$ cat src/rtl/nes_cpu_pkg.sv
// Shared CPU definitions: register ids, RF micro-op codes, flag bit positions.
// Also holds the sequencer state encoding used by rf_seq.
package nes_cpu_pkg;

    localparam int BYTE = 8;

    localparam int FLAG_N_BIT = 7;
    localparam int FLAG_Z_BIT = 1;

    typedef enum logic [2:0] {
        REG_A = 3'd0,
        REG_X = 3'd1,
        REG_Y = 3'd2,
        REG_S = 3'd3,
        REG_T = 3'd4
    } reg_id_t;

    typedef enum logic [1:0] {
        OP_MOV = 2'd0,
        OP_INC = 2'd1,
        OP_DEC = 2'd2,
        OP_RSV = 2'd3
    } rf_op_t;

    typedef enum logic [1:0] {
        SEQ_IDLE  = 2'd0,
        SEQ_READ  = 2'd1,
        SEQ_WRITE = 2'd2
    } seq_state_t;

    function automatic logic id_legal(input logic [2:0] id, input int num_regs);
        return int'(id) < num_regs;
    endfunction

endpackage

$ cat src/rtl/rf_seq_alu.sv
// Combinational byte ALU for register-to-register micro-ops (modulo-256).
// Shared with the ALU flag path; the reserved opcode behaves as MOV.
module rf_seq_alu
    import nes_cpu_pkg::*;
(
    input  rf_op_t          op_i,
    input  logic [BYTE-1:0] tmp_i,
    output logic [BYTE-1:0] result_o,
    output logic            n_flag_o,
    output logic            z_flag_o
);

    always_comb begin
        result_o = tmp_i;
        case (op_i)
            OP_INC:  result_o = tmp_i + 8'd1;
            OP_DEC:  result_o = tmp_i - 8'd1;
            default: result_o = tmp_i;
        endcase
    end

    assign n_flag_o = result_o[BYTE-1];
    assign z_flag_o = (result_o == '0);

endmodule

$ cat src/rtl/rf_seq.sv
// Register-file port sequencer: runs MOV/INC/DEC as a read cycle then a write cycle.
// Build option RF_SEQ_FLAGS_EN adds N/Z status updates on legal non-S writes.
//
// state     | meaning
// SEQ_IDLE  | port parked at address 0, ready for a request
// SEQ_READ  | source on the port, read data captured at the edge
// SEQ_WRITE | destination written, done pulse, may accept the next op
module rf_seq
    import nes_cpu_pkg::*;
#(
    parameter int NUM_REGS = 5
) (
    input  logic            clk_i,
    input  logic            rstn_i,
    input  logic            req_valid_i,
    output logic            req_ready_o,
    input  rf_op_t          req_op_i,
    input  reg_id_t         req_src_i,
    input  reg_id_t         req_dst_i,
    output logic            busy_o,
    output logic            done_o,
    output logic            err_o,
    output reg_id_t         rf_addr_o,
    output logic            rf_we_o,
    output logic [BYTE-1:0] rf_wdata_o,
    input  logic [BYTE-1:0] rf_rdata_i,
    input  logic [BYTE-1:0] status_i,
    output logic            status_we_o,
    output logic [BYTE-1:0] status_o
);

    seq_state_t      state_q;
    rf_op_t          op_q;
    reg_id_t         src_q;
    reg_id_t         dst_q;
    logic            illegal_q;

    logic            ready_q;
    logic            busy_q;
    logic            done_q;
    logic            err_q;
    reg_id_t         addr_q;
    logic            we_q;
    logic [BYTE-1:0] wdata_q;

    logic            req_legal;
    logic [BYTE-1:0] alu_result;
    logic            alu_n;
    logic            alu_z;

    assign req_legal = id_legal(req_src_i, NUM_REGS) && id_legal(req_dst_i, NUM_REGS);

    // The ALU works on the live read data during READ; its result is what gets captured.
    rf_seq_alu u_alu (
        .op_i     (op_q),
        .tmp_i    (rf_rdata_i),
        .result_o (alu_result),
        .n_flag_o (alu_n),
        .z_flag_o (alu_z)
    );

    always_ff @(posedge clk_i or negedge rstn_i) begin
        if (!rstn_i) begin
            state_q   <= SEQ_IDLE;
            op_q      <= OP_MOV;
            src_q     <= REG_A;
            dst_q     <= REG_A;
            illegal_q <= 1'b0;
            ready_q   <= 1'b1;
            busy_q    <= 1'b0;
            done_q    <= 1'b0;
            err_q     <= 1'b0;
            addr_q    <= REG_A;
            we_q      <= 1'b0;
            wdata_q   <= '0;
        end else begin
            case (state_q)
                SEQ_READ: begin
                    state_q <= SEQ_WRITE;
                    wdata_q <= alu_result;
                    addr_q  <= illegal_q ? REG_A : dst_q;
                    we_q    <= !illegal_q;
                    done_q  <= 1'b1;
                    err_q   <= illegal_q;
                    ready_q <= 1'b1;
                    busy_q  <= 1'b1;
                end
                default: begin
                    // IDLE and WRITE share the accept path, giving one op per two cycles.
                    done_q  <= 1'b0;
                    err_q   <= 1'b0;
                    we_q    <= 1'b0;
                    wdata_q <= '0;
                    if (req_valid_i) begin
                        state_q   <= SEQ_READ;
                        op_q      <= req_op_i;
                        src_q     <= req_src_i;
                        dst_q     <= req_dst_i;
                        illegal_q <= !req_legal;
                        addr_q    <= req_legal ? req_src_i : REG_A;
                        ready_q   <= 1'b0;
                        busy_q    <= 1'b1;
                    end else begin
                        state_q <= SEQ_IDLE;
                        addr_q  <= REG_A;
                        ready_q <= 1'b1;
                        busy_q  <= 1'b0;
                    end
                end
            endcase
        end
    end

    assign req_ready_o = ready_q;
    assign busy_o      = busy_q;
    assign done_o      = done_q;
    assign err_o       = err_q;
    assign rf_addr_o   = addr_q;
    assign rf_we_o     = we_q;
    assign rf_wdata_o  = wdata_q;

`ifdef RF_SEQ_FLAGS_EN
    logic            stwe_q;
    logic [BYTE-1:0] stat_q;
    logic [BYTE-1:0] stat_upd;

    always_comb begin
        stat_upd             = status_i;
        stat_upd[FLAG_N_BIT] = alu_n;
        stat_upd[FLAG_Z_BIT] = alu_z;
    end

    // A write to S is a stack-pointer transfer and leaves the flags alone.
    always_ff @(posedge clk_i or negedge rstn_i) begin
        if (!rstn_i) begin
            stwe_q <= 1'b0;
            stat_q <= '0;
        end else if (state_q == SEQ_READ && !illegal_q && dst_q != REG_S) begin
            stwe_q <= 1'b1;
            stat_q <= stat_upd;
        end else begin
            stwe_q <= 1'b0;
            stat_q <= '0;
        end
    end

    assign status_we_o = stwe_q;
    assign status_o    = stat_q;
`else
    logic unused_flags;
    assign unused_flags = ^{status_i, alu_n, alu_z};
    assign status_we_o  = 1'b0;
    assign status_o     = '0;
`endif

endmodule

$ cat config.mk
export PLATFORM = sky130hd
export DESIGN_NAME = rf_seq
export DESIGN_NICKNAME = d
export VERILOG_FILES = /design/src/rtl/nes_cpu_pkg.sv /design/src/rtl/rf_seq_alu.sv /design/src/rtl/rf_seq.sv
export SDC_FILE = /design/constraint.sdc
export NUM_CORES = 1
export LEC_CHECK = 0
export ABC_AREA = 1
export CORE_MARGIN = 3
export CORE_UTILIZATION = 39
export DETAILED_ROUTE_END_ITERATION = 12
export GPL_TIMING_DRIVEN = 0
export PLACE_DENSITY = 0.78
export REMOVE_ABC_BUFFERS = 1
export SETUP_SLACK_MARGIN = 0.4
export SLEW_MARGIN = 0
export SYNTH_ARGS = -nofsm -noshare
export SYNTH_HDL_FRONTEND = slang
export SYNTH_SLANG_ARGS = --single-unit
export TNS_END_PERCENT = 50
$ cat constraint.sdc
create_clock -name clk_i -period 2 [get_ports clk_i]
set_clock_uncertainty 0.15 [all_clocks]
set_input_delay 0.4 -clock clk_i [delete_from_list [all_inputs] [get_ports clk_i]]
set_output_delay 0.4 -clock clk_i [all_outputs]
set_load 0.01 [all_outputs]
==> impl_metrics.ini <==
[outcome]
status = finished, final reports clean

[sta]
period_share = 0.912
max_freq_mhz = 548
tightest_slew_ps = 987
maxSlewViolCount = 0
rsz0062_at_grt = true
tns_ps = 0
timing_hold_violations_final = 0
fin_crit_ps = 1820
maxSlewHeadroom = 0.340
finalSetupViolations = 0

[die]
die_y_um = 64.3
initial_core_util = 0.421
die_width_um = 64.3
core_mm2 = 0.00315
dieArea_mm2 = 0.00414
core.rowCount = 20
io_pins = 52

[route]
avgViaCountPerCell = 4.66
avgRoutedWirePerCell_um = 11.7
drt-total-wl_um = 3150
drt_first_pass_iters = 4
drc = 0
drtAntennaViolNets = 0
drtIter0Drc = 42
via_count = 1249

[power_and_ir_drop]
ir_drop_mv = 0.340
p_clk_frac = 0.159
power_density_mw_per_mm2 = 701
seqPwrFrac = 0.411
finalPower_w = 0.00132
combPwrFrac = 0.430
netSwitchingFraction = 0.355
switchingPower_w = 0.000470
p_int_w = 0.000855
p_leak_nw = 1.07

[grt]
grt_pass1_vias = 1180
grt_overflow = 0
grt_max_degree = 24
grt_use_met3 = 0.0404
grt_use_met2 = 0.264
grt_use_met1 = 0.186
grt.busiest_layer = met2
antenna_found_initial = 0
grt_use_total = 0.159
grt_pass1_wl_um = 5070

[placement]
io_buffer_count = 34
gp_congestion = 0.919
hpwl_um = 2060

[logic_synthesis]
ys_seq_elements = 23
yosysSeqAreaShare = 0.435
yosys_warnings = 0
syn_area_per_cell_um2 = 7.33
ys_types = 25
syn-cell-area_mm2 = 0.00133
synthesis.instances = 181

[cts]
numCtsBuffers = 3
cts_max_level = 1
path_clk_slew_ps = 120
cts.sinks = 23
ctsLongestPathBuffers = 2
cts_root_buf = clkbuf_4
cts_tree = done
clkLatencyLatePin_ps = 310
postCtsHoldBufs = 0

[worst_setup_path]
path_buf_inv = 0
crit_type = flip-flop to flip-flop
cp.arrival_ps = 1880
critPathMaxFanout = 5
crit_slowest_cell = dfrtp_1
cp.required_ps = 2050
max_stage_delay_ps = 430
crit_chain = ha_4, nor2_2, nor2_2, ha_2, a21o_4, or2_4, a21oi_2, a211oi_1
endpoint_kind = flip-flop
cpMostUsedCell = nor2_2
path_delay_family = flip-flops
worstSetupStartpointType = flip-flop

[layout]
area_delta_synth_final_pct = 42.5
antenna_cells = 0
nets = 255
drive_above_1_share = 0.219

[job]
cap_violations = 0

[min_path]
min_path_type = flip-flop to flip-flop
final cells by class:
type | instances | area, um2
clock buffers | 3 | 22.5
clock inverters | 1 | 5.00
fillers | 283 | 1260
inverters | 26 | 106
multi-input cells | 129 | 694
flip-flops and latches | 23 | 577
well taps | 44 | 55.1
repair buffers | 42 | 430
placed cells by master, fill, tap and decap left out, drive strengths merged:
cell type       n
or2             1
dlygate4sd2     6
o221ai          1
buf             9
clkbuf          3
a21o            1
clkdlybuf4s50  21
xor2            2
nand3           9
nand2          62
clkinv          2
inv            25
ha              3
dfrtp          22
dlymetal6s2s    6
conb            9
o21a            1
a211oi          1
dfstp           1
a21oi          10
nor2           19
o21ai          10
power groups by stage:
| stage | clock (W) | sequential (W) | combinational (W) |
|---|---|---|---|
| after floorplan | 0 | 0.000572 | 0.000244 |
| final | 0.000211 | 0.000544 | 0.000570 |
| after global routing | 0.000247 | 0.000551 | 0.000626 |
| after global placement | 0 | 0.000552 | 0.000437 |
| after detailed placement | 0 | 0.000554 | 0.000446 |
| after CTS | 0.000215 | 0.000546 | 0.000547 |
metal layers:
| layer | vias to the layer above | wire [um] |
|---|---|---|
| li1 | 625 | - |
| met1 | 563 | 1260 |
| met2 | 49 | 1610 |
| met3 | 12 | 191 |
| met4 | 0 | 93 |
| met5 | - | 0 |
path summary, 6_finish.rpt:
path / startpoint / endpoint / slack (ps) / cells after the start
min in group asynchronous: rstn_i / rf_addr_o[0]$_DFF_PN0_ / 460 / 1
max: op_q[1]$_DFFE_PN0P_ / rf_wdata_o[2]$_DFF_PN0_ / 180 / 8
max in group asynchronous: rstn_i / rf_wdata_o[5]$_DFF_PN0_ / 640 / 1
max reg2reg: op_q[1]$_DFFE_PN0P_ / rf_wdata_o[2]$_DFF_PN0_ / 180 / 8
min reg2reg: done_o$_DFF_PN0_ / done_o$_DFF_PN0_ / 330 / 1
min: done_o$_DFF_PN0_ / done_o$_DFF_PN0_ / 330 / 1
timing repair:
item                       in CTS  in global routing
setup endpoints to repair      26                 24
cloned                          1                  0
pin swaps                       8                  5
buffers inserted                7                  0
resized for setup              39                 12
flip-flops by register name (all words and copies together) (netlist names):
name / count
busy_o: 1
done_o: 1
dst_q: 3
err_o: 1
illegal_q: 1
op_q: 2
req_ready_o: 1
rf_addr_o: 3
rf_wdata_o: 8
rf_we_o: 1
state_q: 1
metrics by stage:
step / instances / worst slack [ps] / hold slack [ps] / area (um2) / util
6_report: 268 / 176 / 325 / 1890 / 0.600
5_1_grt: 268 / 73.6 / 345 / 1890 / 0.600
4_1_cts: 268 / 182 / 329 / 1860 / 0.588
3_5_place_dp: 256 / -274 / 314 / 1670 / 0.529
3_3_place_gp: 256 / -254 / 310 / 1670 / 0.529
2_1_floorplan: 178 / -47.6 / -45.6 / 1270 / -
cell families after synthesis:
kind of cell,after synthesis,synth area share
AND/OR/NAND/NOR,91,0.283
buffers and inverters,37,0.136
AO/OA/AOI/OAI,24,0.102
flip-flops,23,0.435
adder cells (fa/ha/maj),3,0.0283
XOR/XNOR,2,0.0132
other,1,0.00283
cell usage after synthesis, drive strengths merged:
library cell	n	area, um2
xor2	2	17.5
a21oi	10	53.8
ha	3	37.5
clkinv	1	3.75
nand2	62	243
conb	1	3.75
o21ai	10	50.1
dfstp	1	26.3
clkbuf	1	3.75
a21o	1	7.51
o21a	1	7.51
inv	25	93.8
buf	10	78.8
o221ai	1	8.76
nor2	19	76.3
nand3	9	50.1
or2	1	6.26
dfrtp	22	551
a211oi	1	7.51
worst register-to-register path, cell delays in order (launching register included):
cell	delay (ps)
dfrtp_1	430
ha_4	200
nor2_2	120
nor2_2	50
ha_2	170
a21o_4	210
or2_4	230
a21oi_2	110
a211oi_1	50
Power figures use the tool's default switching activity.
